`src/rtl/hazard_ctrl_if.sv`:
```
// Memory handshake bundle between the hazard scheduler and the M-stage data memory.
// Ports: mem_req (ctrl->mem), mem_err (ctrl->mem), mem_ready (mem->ctrl).
`ifndef IROP
`define IROP  6'h00
`endif
`ifndef IADDI
`define IADDI 6'h08
`endif
`ifndef IANDI
`define IANDI 6'h0c
`endif
`ifndef IORI
`define IORI  6'h0d
`endif
`ifndef ILW
`define ILW   6'h23
`endif
`ifndef ISW
`define ISW   6'h2b
`endif

interface hazard_mem_if;
  logic mem_req;
  logic mem_err;
  logic mem_ready;

  modport master (
    output mem_req,
    output mem_err,
    input  mem_ready
  );

  modport slave (
    input  mem_req,
    input  mem_err,
    output mem_ready
  );
endinterface

```
`src/rtl/hazard_ctrl.sv`:
```
// Pipeline scheduler: dst scoreboard E/M/W, stall/bubble/forward control, mem wait FSM.
// Ports: clk, rst_n, D_op/D_rs/D_rt/d_dstE, e_mispredict, mem (hazard_mem_if.master),
// F/D/E/M_stall, D/E/W_bubble, fwdA, fwdB. Macro HAZARD_CTRL_FWD_EN enables forwarding.
module hazard_ctrl #(
  parameter int MEM_TIMEOUT = 15,
  parameter int CNT_W       = 8
) (
  input  logic         clk,
  input  logic         rst_n,
  input  logic [5:0]   D_op,
  input  logic [4:0]   D_rs,
  input  logic [4:0]   D_rt,
  input  logic [4:0]   d_dstE,
  input  logic         e_mispredict,
  hazard_mem_if.master mem,
  output logic         F_stall,
  output logic         D_stall,
  output logic         E_stall,
  output logic         M_stall,
  output logic         D_bubble,
  output logic         E_bubble,
  output logic         W_bubble,
  output logic [1:0]   fwdA,
  output logic [1:0]   fwdB
);

  typedef struct packed {
    logic       valid;
    logic [4:0] dst;
    logic       is_load;
    logic       is_mem;
  } sb_t;

  typedef enum logic {
    S_IDLE,
    S_WAIT
  } state_t;

  sb_t e_q, e_d;
  sb_t m_q, m_d;
  sb_t w_q, w_d;
  sb_t dec;

  state_t state_q, state_d;
  logic [CNT_W-1:0] cnt_q, cnt_d;

  logic use_rs, use_rt;
  logic is_lw, is_sw;
  logic src_a, src_b;
  logic a_e, a_m, a_w;
  logic b_e, b_m, b_w;
  logic m_mem, timeout;
  logic mem_stall, mis, lu, data_stall;
  logic [1:0] fwd_a, fwd_b;
  logic unused_sb;

  assign is_lw = (D_op == `ILW);
  assign is_sw = (D_op == `ISW);

  always_comb begin
    use_rs = 1'b0;
    use_rt = 1'b0;
    unique case (1'b1)
      (D_op == `IROP): begin
        use_rs = 1'b1;
        use_rt = 1'b1;
      end
      is_sw: begin
        use_rs = 1'b1;
        use_rt = 1'b1;
      end
      (D_op == `IADDI),
      (D_op == `IANDI),
      (D_op == `IORI),
      is_lw: use_rs = 1'b1;
      default: ;
    endcase
  end

  always_comb begin
    dec         = '0;
    dec.is_load = is_lw;
    dec.is_mem  = is_lw | is_sw;
    dec.dst     = d_dstE;
    dec.valid   = (d_dstE != 5'd0) | dec.is_mem;
  end

  // r0 never hazards, so gate the sources up front
  assign src_a = use_rs && (D_rs != 5'd0);
  assign src_b = use_rt && (D_rt != 5'd0);

  assign a_e = src_a && e_q.valid && (e_q.dst == D_rs);
  assign a_m = src_a && m_q.valid && (m_q.dst == D_rs);
  assign a_w = src_a && w_q.valid && (w_q.dst == D_rs);
  assign b_e = src_b && e_q.valid && (e_q.dst == D_rt);
  assign b_m = src_b && m_q.valid && (m_q.dst == D_rt);
  assign b_w = src_b && w_q.valid && (w_q.dst == D_rt);

  assign m_mem   = m_q.valid && m_q.is_mem;
  assign timeout = (cnt_q == CNT_W'(MEM_TIMEOUT - 1));

  // Timeout releases the stall even without mem_ready
  always_comb begin
    if (state_q == S_IDLE)
      mem_stall = m_mem && !mem.mem_ready;
    else
      mem_stall = !mem.mem_ready && !timeout;
  end

  // A flush waits for the memory; E is frozen so it re-presents
  assign mis = e_mispredict && !mem_stall;

`ifdef HAZARD_CTRL_FWD_EN
  assign lu = (a_e || b_e) && e_q.is_load;

  always_comb begin
    fwd_a = 2'd0;
    if (a_e && !e_q.is_load) fwd_a = 2'd1;
    else if (a_m)            fwd_a = 2'd2;
    else if (a_w)            fwd_a = 2'd3;
  end

  always_comb begin
    fwd_b = 2'd0;
    if (b_e && !e_q.is_load) fwd_b = 2'd1;
    else if (b_m)            fwd_b = 2'd2;
    else if (b_w)            fwd_b = 2'd3;
  end

  assign unused_sb = ^{w_q.is_load, w_q.is_mem, m_q.is_load};
`else
  // Without bypass paths, any in-flight producer holds decode
  assign lu    = a_e || a_m || a_w || b_e || b_m || b_w;
  assign fwd_a = 2'd0;
  assign fwd_b = 2'd0;

  assign unused_sb = ^{w_q.is_load, w_q.is_mem,
                       m_q.is_load, e_q.is_load};
`endif

  assign data_stall = lu && !mem_stall && !e_mispredict;

  always_comb begin
    w_d = mem_stall ? '0 : m_q;
    m_d = mem_stall ? m_q : e_q;
    e_d = dec;
    if (mem_stall)
      e_d = e_q;
    else if (mis || data_stall)
      e_d = '0;
  end

  always_comb begin
    state_d = state_q;
    cnt_d   = cnt_q;
    unique case (state_q)
      S_IDLE: begin
        if (m_mem && !mem.mem_ready) begin
          state_d = S_WAIT;
          cnt_d   = '0;
        end
      end
      S_WAIT: begin
        if (mem.mem_ready || timeout) begin
          state_d = S_IDLE;
          cnt_d   = '0;
        end else begin
          cnt_d = cnt_q + 1'b1;
        end
      end
      default: state_d = S_IDLE;
    endcase
  end

  always_ff @(posedge clk or negedge rst_n) begin
    if (!rst_n) begin
      e_q     <= '0;
      m_q     <= '0;
      w_q     <= '0;
      state_q <= S_IDLE;
      cnt_q   <= '0;
    end else begin
      e_q     <= e_d;
      m_q     <= m_d;
      w_q     <= w_d;
      state_q <= state_d;
      cnt_q   <= cnt_d;
    end
  end

  // Outputs forced low the instant reset asserts
  assign F_stall  = rst_n && (mem_stall || data_stall);
  assign D_stall  = rst_n && (mem_stall || data_stall);
  assign E_stall  = rst_n && mem_stall;
  assign M_stall  = rst_n && mem_stall;
  assign W_bubble = rst_n && mem_stall;
  assign D_bubble = rst_n && mis;
  assign E_bubble = rst_n && (mis || data_stall);
  assign fwdA     = rst_n ? fwd_a : 2'd0;
  assign fwdB     = rst_n ? fwd_b : 2'd0;

  assign mem.mem_req = rst_n && ((state_q == S_WAIT) || m_mem);
  assign mem.mem_err = rst_n && (state_q == S_WAIT)
                       && !mem.mem_ready && timeout;

endmodule

```
`src/flat_wrapper.sv`:
```
// flat-port wrapper written by rule: the top's interface ports become plain ports
module hazard_ctrl_flat 
#(
  parameter int MEM_TIMEOUT = 15,
  parameter int CNT_W       = 8
)
  (clk, rst_n, D_op, D_rs, D_rt, d_dstE, e_mispredict, F_stall, D_stall, E_stall, M_stall, D_bubble, E_bubble, W_bubble, fwdA, fwdB, mem_mem_req, mem_mem_err, mem_mem_ready);
  hazard_mem_if mem_i ();
  input  logic clk;
  input  logic rst_n;
  input  logic [5:0] D_op;
  input  logic [4:0] D_rs;
  input  logic [4:0] D_rt;
  input  logic [4:0] d_dstE;
  input  logic e_mispredict;
  output logic F_stall;
  output logic D_stall;
  output logic E_stall;
  output logic M_stall;
  output logic D_bubble;
  output logic E_bubble;
  output logic W_bubble;
  output logic [1:0] fwdA;
  output logic [1:0] fwdB;
  output wire logic [$bits(mem_i.mem_req)-1:0] mem_mem_req;
  output wire logic [$bits(mem_i.mem_err)-1:0] mem_mem_err;
  input wire logic [$bits(mem_i.mem_ready)-1:0] mem_mem_ready;
  assign mem_mem_req = mem_i.mem_req;
  assign mem_mem_err = mem_i.mem_err;
  assign mem_i.mem_ready = mem_mem_ready;
  hazard_ctrl #(.MEM_TIMEOUT(MEM_TIMEOUT), .CNT_W(CNT_W)) u_core (.clk(clk), .rst_n(rst_n), .D_op(D_op), .D_rs(D_rs), .D_rt(D_rt), .d_dstE(d_dstE), .e_mispredict(e_mispredict), .mem(mem_i), .F_stall(F_stall), .D_stall(D_stall), .E_stall(E_stall), .M_stall(M_stall), .D_bubble(D_bubble), .E_bubble(E_bubble), .W_bubble(W_bubble), .fwdA(fwdA), .fwdB(fwdB));
endmodule
```
`config.mk`:
```
export PLATFORM = sky130hd
export DESIGN_NAME = hazard_ctrl_flat
export DESIGN_NICKNAME = d
export VERILOG_FILES = /design/src/rtl/hazard_ctrl_if.sv /design/src/rtl/hazard_ctrl.sv /design/src/flat_wrapper.sv
export SDC_FILE = /design/constraint.sdc
export NUM_CORES = 1
export LEC_CHECK = 0
export ABC_CLOCK_PERIOD_IN_PS = 3300
export CORE_MARGIN = 10
export CORE_UTILIZATION = 57
export CTS_BUF_LIST = sky130_fd_sc_hd__clkbuf_8
export CTS_CLUSTER_DIAMETER = 100
export DETAILED_ROUTE_END_ITERATION = 16
export PLACE_DENSITY = 0.85
export SLEW_MARGIN = 20
export SYNTH_ARGS = -nofsm -noshare
export SYNTH_HDL_FRONTEND = slang
export SYNTH_SLANG_ARGS = --single-unit
```
`constraint.sdc`:
```
create_clock -name clk -period 3.3 [get_ports clk]
set_input_delay 0.825 -clock clk [delete_from_list [all_inputs] [get_ports clk]]
set_output_delay 0.825 -clock clk [all_outputs]
set_load 0.02 [all_outputs]
```
Yosys cells after proc, flatten, opt, wreduce, memory -nomap -nowiden

Cells that the tools add are included.

Flip-flop bits (word level): 31
Input port bits: 25
Output and inout bits: 13
Logic and storage cells: 87

Add/sub/neg operators: 1
Equal/unequal tests: 13
Muxes and demuxes: 11
Bitwise gates (word level): 3
Reductions and logical operators: 47

Operators by type and width:

| kind                                                            | number |
|---|---|
| 8-bit two-way mux                                               | 4 |
| 5-bit == test                                                   | 6 |
| 1-bit logical AND                                               | 28 |
| 6-bit by 4-bit == test with 1-bit output, second input constant | 3 |
| 8-bit case mux with 2 select lines                              | 1 |
| 5-bit nonzero test                                              | 3 |
| 6-bit == test, second input constant                            | 2 |
| 1-bit logical OR                                                | 9 |
| 8-bit by 1-bit adder with 8-bit output, second input constant   | 1 |
| 8-bit by 4-bit == test with 1-bit output, second input constant | 1 |
| 6-bit logical NOT                                               | 1 |
| 6-bit OR reduction                                              | 1 |
| 1-bit two-way mux                                               | 5 |
| 1-bit logical NOT                                               | 4 |
| 2-bit inequality test, second input constant                    | 1 |
| 1-bit OR                                                        | 2 |
| 1-bit case mux with 2 select lines                              | 1 |
| 2-bit OR reduction                                              | 1 |
| 1-bit NOT                                                       | 1 |

Depth between registers and ports, before layout

Depth after elaboration: 15
Depth in mapped cells: 9
Gate-level depth less buffers: 8

Worst setup path after synthesis

OpenSTA, ideal clock, no wires.

Kind: input-to-output
Start: input port D_op[5]
End: output port F_stall
Arrival time: 2.181 ns
Data required time: 2.475 ns
Path slack: 0.294 ns
Stages: 7
Buffers on the path: 1
Path through: nand3_1 -> or2_2 -> a221oi_1 -> o31ai_2 -> a21oi_1 -> o21a_1 -> buf_4

Word-level cells in the longest chain between the ends: 15
Elaborated cells on any way between the ends: 33
Classes of those cells: eq/ne: 5; mux: 2; reduce/logical: 26

RTL lines:

| element                                                                                 | RTL line                             | source |
|---|---|---|
| start: declaration                                                                      | flat_wrapper.sv:11                   | `input logic [5:0] D_op;` |
| 6-bit by 4-bit == test with 1-bit output (no source line), or another cell as far along | --                                   |  |
| 6-bit OR reduction (no source line)                                                     | --                                   |  |
| 1-bit two-way mux                                                                       | hazard_ctrl.sv:63                    | `unique case (1'b1)` |
| 1-bit logical AND                                                                       | hazard_ctrl.sv:89                    | `assign src_a = use_rs && (D_rs != 5'd0);` |
| 1-bit logical AND, on equally long branches (2 in series)                               | hazard_ctrl.sv:92, hazard_ctrl.sv:93 |  |
| 1-bit logical OR (4 in series)                                                          | hazard_ctrl.sv:133                   | `assign lu = a_e \|\| a_m \|\| a_w \|\| b_e \|\| b_m \|\| b_w;` |
| 1-bit logical OR (*)                                                                    | hazard_ctrl.sv:133                   |  |
| 1-bit logical AND (*) (2 in series)                                                     | hazard_ctrl.sv:141                   | `assign data_stall = lu && !mem_stall && !e_mispredict;` |
| 1-bit logical OR (*)                                                                    | --                                   |  |
| 1-bit logical AND (*)                                                                   | --                                   |  |
| end: declaration                                                                        | flat_wrapper.sv:16                   | `output logic F_stall;` |

Mark *: on every way between the ends. The rest lies on a longest branch, timed or not.

Final worst setup path

Start: input port D_rs[3]
End: output port E_bubble

Word-level cells in the longest chain between the ends: 13
Elaborated cells on any way between the ends: 20
Classes of those cells: eq/ne: 3; reduce/logical: 17

RTL lines:

| element                                                   | RTL line                             | source |
|---|---|---|
| start: declaration                                        | flat_wrapper.sv:12                   | `input logic [4:0] D_rs;` |
| 5-bit nonzero test                                        | hazard_ctrl.sv:89                    |  |
| 1-bit logical AND                                         | hazard_ctrl.sv:89                    |  |
| 1-bit logical AND, on equally long branches (2 in series) | hazard_ctrl.sv:92, hazard_ctrl.sv:93 |  |
| 1-bit logical OR                                          | hazard_ctrl.sv:133                   |  |
| 1-bit logical OR (*) (4 in series)                        | hazard_ctrl.sv:133                   |  |
| 1-bit logical AND (*) (2 in series)                       | hazard_ctrl.sv:141                   |  |
| 1-bit logical OR (*)                                      | hazard_ctrl.sv:198                   | `assign E_bubble = rst_n && (mis \|\| data_stall);` |
| 1-bit logical AND (*)                                     | hazard_ctrl.sv:198                   |  |
| end: declaration                                          | flat_wrapper.sv:21                   | `output logic E_bubble;` |

Marks and branches as above.

==> impl_summary.txt <==
----------------------------------------------------
[STA]
  Highest clock rate ... 306 MHz
  Final period util ... 0.990
  Worst slew margin ... 0.641
  Unrepaired setup endpoints after global routing ... yes
  Final setup violation count ... 0
  Final Skew ... 0.00389 ns
  Slew of the pin with the lowest slew margin ... 0.537 ns
  Count of final hold-check violations ... 0
  Max-slew violations ... 0
  Setup tns final ... 0 ns
  Tmin final ... 3.27 ns

[Clock tree]
  Clock transition at the registers of the reported paths ... 0.06 ns
  Clock tree from TritonCTS ... built
  H-tree levels ... 2
  Maximum root-to-sink buffer count ... 2
  Insertion delay to the later sink of the worst-skew pair ... 0.28 ns
  Root buffer cell ... clkbuf_8
  Cts bufs inserted ... 5
  Sink Count ... 29

[Synthesis]
  Mux share of post-synthesis cell area ... 0
  Xor and xnor fraction of the mapped netlist area ... 0.145
  Main combinational cell family by area after synthesis ... simple AND/OR/NAND/NOR gates
  Post-synthesis instance area ... 1810 sq um
  Arithmetic-cell share of the synthesized area counting full adders, half adders and majority gates ... 0.0138
  Avg Synthesized Cell Area ... 8.91 sq um
  Unique masters post-synth ... 38
  Portion of the post-synthesis area used by sequential elements ... 0.401
  Area share of and/or/nand/nor cells after synthesis ... 0.262
  Cells after Synth ... 203
  Compound-gate portion of the synthesized area ... 0.114
  Number of enable flip-flop cells after synthesis ... 0
  Ys async rst share ... 1.00
  Number of warnings reported in the yosys synthesis log ... 0
  #FFs+latches synth ... 29
  Most used flip-flop cell after synthesis ... dfrtp_1

[Setup path]
  Type of the setup path with the least slack ... in -> out
  Worst r2r dst ... u_core.e_q[4]
  Origin of the critical flop-to-flop path ... u_core.w_q[4]
  Sort of element at the end of the critical path ... output port
  Most frequent cell on the critical path ... and3_1
  Delay of the slowest critical-path stage ... 0.34 ns
  R2r setup slk ... 1.38 ns
  Arrival time worst endpoint ... 2.44 ns
  Critical Path Fanout Max ... 3
  Number of cells on the worst reg-to-reg path ... 8
  Startpoint type of the worst setup path ... input port
  Highest-delay cell along the critical path ... o31ai_2
  Data required time of the critical path ... 2.47 ns
  Cells traversed along the worst timing path ... dlygate4sd2_1 -> buf_4 -> xor2_1 -> nor4_1 -> and3_1 -> o31ai_2 -> nand3b_2 -> and3_1 -> buf_6

[Die]
  Area of the core ... 3050 sq um
  Chip Height ... 76.3 um
  Floorplan row count ... 20
  I/O Pins ... 38
  Initial core utilization ... 0.593
  Width of the chip ... 76.3 um
  Total die area ... 5830 sq um

[Pwr]
  Switching Power ... 0.234 mW
  Seq pwr share ... 0.476
  Total power density per cell area ... 351 nW/um^2
  Clock group share of total power ... 0.352
  Worst vdd ir ... 0.000244 V
  Internal power ... 0.608 mW
  Part of the total power dissipated in combinational logic ... 0.172
  Leak ... 1.20 nW
  Fraction of power spent switching nets ... 0.278
  Overall power after layout ... 0.842 mW

[Routing]
  Post-DR vias/cell ... 5.46
  Count of nets left with antenna violations after detail routing ... 0
  Wire length per cell after detailed routing ... 16.3 um
  Total via count after detailed routing ... 1,637
  Drt first pass iters ... 4
  Detailed Route Iter0 Violations ... 109
  Number of remaining DRC errors ... 0
  Overall routed net length ... 4.88 mm

[Global routing]
  Number of global-route vias before repair ... 1,641
  GRT overflow ... 0
  Largest net degree at the start of global routing ... 21
  Global-route wire length before repair ... 7.89 mm
  Overall track demand over capacity in global routing ... 0.165
  Number of antenna violations at the first check in global routing ... 0

[Placement]
  Number of placed cells counting well taps ... 292
  Port Buf Inserts ... 33
  Placer congestion estimate ... 0.900
  Half-perimeter wire length of the detailed placement result ... 3.58 mm

[Worst hold path]
  Class of the worst hold path ... reg -> reg
  Terminating pin of the worst hold path ... u_core.m_q[0]
  Start point of the worst min-delay path ... u_core.e_q[0]
  Hold path depth ... 2

[Cells and area]
  Most frequent cells in the layout ... nand2_1, dfrtp_1, xor2_1
  Inserted Diodes ... 0
  Layout cell share with drive strength beyond 1 ... 0.184
  Most frequent standard cell in the layout excluding fill and tap cells ... nand2_1
  Non-filler cells in the finished layout ... 300
  Area Overhead vs Synth ... 32.6%
  Total Nets Final ... 283
  Fillers ... 207

[Status]
  Run status ... completed

[Run]
  Number of maximum-capacitance violations ... 0

----------------------------------------------------
area by class of cell:
cell class,count,area (sq um),area share
Clock buffer,6,82.6,0.0344
Clock inverter,1,3.75,0.00156
Inverter,3,16.3,0.00678
Multi-Input combinational cell,163,1030,0.430
Sequential cell,29,726,0.303
Tap cell,44,55.1,0.0230
Timing Repair Buffer,54,484,0.202
per-stage QoR:
stage / cell area, sq um / setup slack, ns / utilization / hold slack [ns]
3_5_place_dp: 2260 / -0.669 / 0.741 / 0.467
6_report: 2400 / 0.0336 / 0.786 / 0.475
2_1_floorplan: 1820 / 0.294 / - / 0.437
4_1_cts: 2340 / -0.0540 / 0.767 / 0.482
3_3_place_gp: 2260 / -0.646 / 0.741 / 0.448
5_1_grt: 2400 / -0.0544 / 0.786 / 0.528
power groups by stage:
stage          Clock (mW)  Sequential [mW]  Combinational (mW)
5_1_grt             0.314            0.403               0.157
3_5_place_dp            0            0.405               0.140
3_3_place_gp            0            0.405               0.136
4_1_cts             0.296            0.399               0.139
6_report            0.296            0.400               0.145
2_1_floorplan           0            0.398              0.0662
worst max-delay path by stage:
stage	from	end	slack [ns]	depth (start not counted)
floorplan	D_op[5]	F_stall	0.29	7
global placement	D_rt[2]	D_stall	-0.65	8
detailed placement	D_rt[0]	D_stall	-0.67	8
CTS	D_rt[1]	D_stall	-0.05	9
global route	D_rs[0]	E_bubble	-0.05	8
finish	D_rs[3]	E_bubble	0.03	9
kinds of logic after synthesis:
family | after synthesis
other | 1
flip-flops | 29
AND/OR/NAND/NOR | 94
XOR/XNOR | 30
adder cells (fa/ha/maj) | 2
buffers and inverters | 14
AO/OA/AOI/OAI | 33
sequential cells by signal, indices dropped and copies added (netlist names):
register / flops
u_core.cnt_q: 8
u_core.e_q: 7
u_core.m_q: 7
u_core.state_q: 1
u_core.w_q: 6
metal layers:
metal,GRT usage,vias to the layer above,share of wire
met5,0,-,0
met1,0.202,782,0.44
met3,0.0377,11,0.049
li1,-,785,-
met2,0.260,59,0.49
met4,0.0948,0,0.021
what timing repair did:
action                     CTS  global route
setup endpoints to repair    7             3
pin swaps                   11             9
setup buffers                1             0
gates resized for setup     30            20
hold buffers                 0             0
cells in the mapped netlist, types with 6 or more instances:
cell | count | area (sq um)
nor2_1 | 11 | 41.3
and3_1 | 7 | 43.8
buf_4 | 7 | 52.6
nand2_1 | 37 | 139
nand3_1 | 6 | 30.0
xor2_1 | 24 | 210
o21ai_1 | 6 | 30.0
and2_1 | 9 | 56.3
xnor2_1 | 6 | 52.6
nor4_1 | 8 | 50.1
dfrtp_1 | 29 | 726
o21ai_0 | 15 | 75.1
critical path, delay by kind of cell:
kind | cells | cell delay [ns]
and+or+nand+nor | 4 | 0.59
AOI/OAI and AO/OA | 1 | 0.34
xor gates and xnor gates | 1 | 0.14
buffers and inverters | 3 | 0.54
Power figures use the tool's default switching activity.
==> RTL edit 1 (config.mk and constraints unchanged) <==
Build with the macro `HAZARD_CTRL_FWD_EN` defined.
--- a/src/rtl/hazard_ctrl.sv
+++ b/src/rtl/hazard_ctrl.sv
@@ -1,6 +1,8 @@
 // Pipeline scheduler: dst scoreboard E/M/W, stall/bubble/forward control, mem wait FSM.
 // Ports: clk, rst_n, D_op/D_rs/D_rt/d_dstE, e_mispredict, mem (hazard_mem_if.master),
 // F/D/E/M_stall, D/E/W_bubble, fwdA, fwdB. Macro HAZARD_CTRL_FWD_EN enables forwarding.
+`define HAZARD_CTRL_FWD_EN
+
 module hazard_ctrl #(
   parameter int MEM_TIMEOUT = 15,
   parameter int CNT_W       = 8
Function: changed (Yosys sat finds a counterexample within 4 cycles, from zero or initial values and one cycle with rst_n low).
==> RTL edit 1 against the unedited design <==
- highest routed layer unchanged
- utilization grew 3.9 points
- critical path depth fell by 2
- wire length up 13%
- power up 4.0%
- sequential cell count rose by 1
- synthesized area increased by 3.0%
- cell area up 6.6%
- setup slack improved by 1.8 ps
- critical endpoint unchanged
==> RTL edit 1: results <==
[timing]
max_slew.worst_pin.slew_ps = 824
finClkSkew_ps = 8.70

[synthesis]
synth-compound-area-share_pct = 13.6
netlist_top_cells_area = dfrtp_1 40%, xnor2_1 8.5%, xor2_1 6.1%
synth_common_cells = 30 x dfrtp_1, 18 x xnor2_1, 13 x nor2b_1, 13 x xor2_1
muxShareOfSynthArea_pct = 4.23
synth_xor_area_share_pct = 14.6
ys_seq_area_share_pct = 40.3
synthAdderAreaFrac_pct = 1.34

[layout]
drive_above_1_share_pct = 23.9
nFillCells = 210
final_nets = 277
reg_top3 = u_core.cnt_q x8, u_core.e_q x8, u_core.m_q x7

[place]
dp_hpwl_mm = 4.00
dpl_cell_area_um2 = 2420
gp_congestion = 0.816

[clock_network]
cts_resized = 63
path_clk_slew_ps = 60

[pwr]
power_leakage_uw = 0.00116
ir_drop_v = 0.000360

[worst_setup_path]
cp_slowest_cell = o32a_1
crit_fanout = 4
r2r_slack_ps = 1210
max_stage_delay_ps = 400

[global_route]
grtUsageMet2_pct = 32.8
grt_pass1_wl_mm = 8.97
grtUsageMet1_pct = 19.7
grt_usage_pct = 18.3
grt_max_degree = 26
grt_use_met3_pct = 3.15

[route]
num_vias = 1720
wl_met3_um = 206
drt_iter0_drc = 89

[status]
status = finished clean
-- RTL edit 1: cell count changes after synthesis, sizes merged, moves of 5 or more --
cell   change
mux2       +7
xor2      -11
a32o       +6
nand2     -27
o21ai      -7
nor2b     +10
buf        -5
and2       -8
xnor2     +12
-- RTL edit 1: path summary, 6_finish.rpt --
check	cells after the start	end	from
max	7	E_bubble	D_op[1]
min	1	u_core.m_q[0]$_DFFE_PN0N_	u_core.e_q[0]$_DFFE_PN0N_
max reg2reg	5	u_core.cnt_q[5]$_DFFE_PN0P_	u_core.cnt_q[5]$_DFFE_PN0P_
min reg2reg	1	u_core.m_q[0]$_DFFE_PN0N_	u_core.e_q[0]$_DFFE_PN0N_
max in group asynchronous	3	u_core.w_q[2]$_DFF_PN0_	rst_n
min in group asynchronous	2	u_core.cnt_q[5]$_DFFE_PN0P_	rst_n
-- RTL edit 1: critical path, delay by kind of cell --
family	cells	cell delay [ps]
buf+inv	2	250
compound gates	3	730
simple gates	2	640
-- RTL edit 1: where the power goes --
part | switching (uW) | internal [uW] | leakage, uW
Combinational | 71.4 | 80.1 | 0.000719
Clock | 145 | 167 | 0.0000472
Sequential | 25.7 | 386 | 0.000395
-- RTL edit 1: area by class of cell --
cell class                 count  area (um2)  share of cell area (%)
multi-input combinational    151        1130                    44.2
sequential                    30         751                    29.4
timing repair buffer          59         514                    20.1
clock buffer                   6        82.6                    3.23
tap                           44        55.1                    2.15
clock inverter                 2        12.5                   0.489
inverter                       3        11.3                   0.440
-- RTL edit 1: per-stage QoR --
step                setup slack (ps)  hold WS, ps  setup TNS, ps  instances
finish                          35.4          532              0        295
global route                   -8.86          561          -17.5        295
CTS                             11.0          524              0        295
detailed placement              -758          496          -4920        286
global placement                -626          490          -4010        286
floorplan                        125          469              0        190
==> RTL edit 2 (same settings) <==
Made on the original files. Make the reset (`rst_n`) synchronous in one clocked block.
--- a/src/rtl/hazard_ctrl.sv
+++ b/src/rtl/hazard_ctrl.sv
@@ -172,7 +172,7 @@
     endcase
   end
 
-  always_ff @(posedge clk or negedge rst_n) begin
+  always_ff @(posedge clk) begin
     if (!rst_n) begin
       e_q     <= '0;
       m_q     <= '0;
Formal check against the unedited RTL: no difference found for any inputs over 10 cycles, from zero or initial values and one cycle with rst_n low; that may be too few to reach the edited logic, so the function may still have changed.
==> RTL edit 2 against the unedited design <==
- setup slack better by 3.4 ps
- register-to-register slack worse by 110 ps
- wire length up 2.9%
- cell area down 5.8%
- critical path depth down 3
- highest routed layer unchanged
- via count down 2.9%
- sequential cell count unchanged
- largest power group unchanged
- synthesized area down 7.7%
- synthesized cell count down 9.9%
- combinational power down 22%
- power down 4.8%
==> RTL edit 2: results <==
[synthesis]
ys_seq_area_share_pct = 34.8
synthCells = 183
synth_common_cells = 29 x dfxtp_1, 24 x xor2_1, 16 x nor2_1, 12 x nand3_1, 11 x a21oi_1
synth_xor_area_share_pct = 15.7
synthAdderAreaFrac_pct = 1.50
async_flop_share_pct = 0
synth-compound-area-share_pct = 18.4
netlist_top_cells_area = dfxtp_1 35%, xor2_1 13%, a32o_1 4.2%

[place]
dp_hpwl_mm = 3.52
dpl_cell_area_um2 = 2130
place_inst = 259
post-place-ws_ps = -738
gp_congestion = 0.851

[route]
wl_per_cell_um = 18.8
drt_iter0_drc = 105
num_vias = 1590
finalWirelength_mm = 5.02

[clock_network]
cts_max_level = 2
clockBufferDepth = 2
cts-root-buf = clkbuf_8
post_cts_buffers = 0
cts_resized = 43
path_clk_slew_ps = 60

[pwr]
powerClk_uw = 320
combPwrFrac_pct = 14.1
power_leakage_uw = 0.000975
p_sw_share_pct = 24.8
p_int_uw = 602
ir_drop_v = 0.000459

[worst_setup_path]
r2r-start = u_core.cnt_q[1]$_SDFFE_PN0P_
arrival_ps = 2440
r2r_cells = 8
r2r_end = u_core.e_q[6]$_SDFFE_PN0N_
cp-endpoint = E_bubble
r2r_slack_ps = 1270
startpoint = D_op[0]
cp_slowest_cell = or4_4
max_stage_delay_ps = 530

[status]
status = finished clean

[layout]
final_area_um2 = 2260
nFillCells = 179
drive_above_1_share_pct = 20.3
reg_top3 = u_core.cnt_q x8, u_core.e_q x7, u_core.m_q x7

[hold_path]
hold_end = u_core.e_q[0]$_SDFFE_PN0N_
worstHoldStart = u_core.e_q[0]$_SDFFE_PN0N_
hold_depth = 1

[global_route]
grt_usage_pct = 18.6
grt_pass1_wl_mm = 8.05
grt_max_degree = 15
grt_pass1_vias = 1681

[timing]
whs_ps = 505
fin_crit_sh_pct = 98.9
finClkSkew_ps = 6.83
## RTL edit 2: cell count changes in the layout (fill, tap and decap cells not counted), sizes merged, moves of 4 or more
cell	unedited run	this run
dfrtp	29	0
o21ai	21	6
nand3	6	12
a21oi	2	11
and3	7	2
nor2	11	16
nand2	37	3
dlygate4sd2	10	16
dfxtp	0	29
dlymetal6s2s	6	1
a22o	0	7
a32o	0	7
or3	0	4
## RTL edit 2: metal layers
layer,up-vias,routed length (um),GRT usage [%]
met5,-,0,0
li1,754,-,-
met1,749,2000,20.9
met4,0,144,8.28
met3,21,319,5.59
met2,66,2550,31.8
## RTL edit 2: final cells by class
class / instances / share of cell area (%)
clock buffers: 7 / 4.26
clock inverters: 1 / 0.221
inverters: 3 / 0.498
multi-input cells: 142 / 46.6
flip-flops and latches: 29 / 25.7
well taps: 31 / 1.72
repair buffers: 54 / 21.0
## RTL edit 2: worst max-delay path, delay by kind of cell
family	cells	cell delay (ps)
AOI/OAI and AO/OA	3	650
and+or+nand+nor	1	530
buffers and inverters	2	420
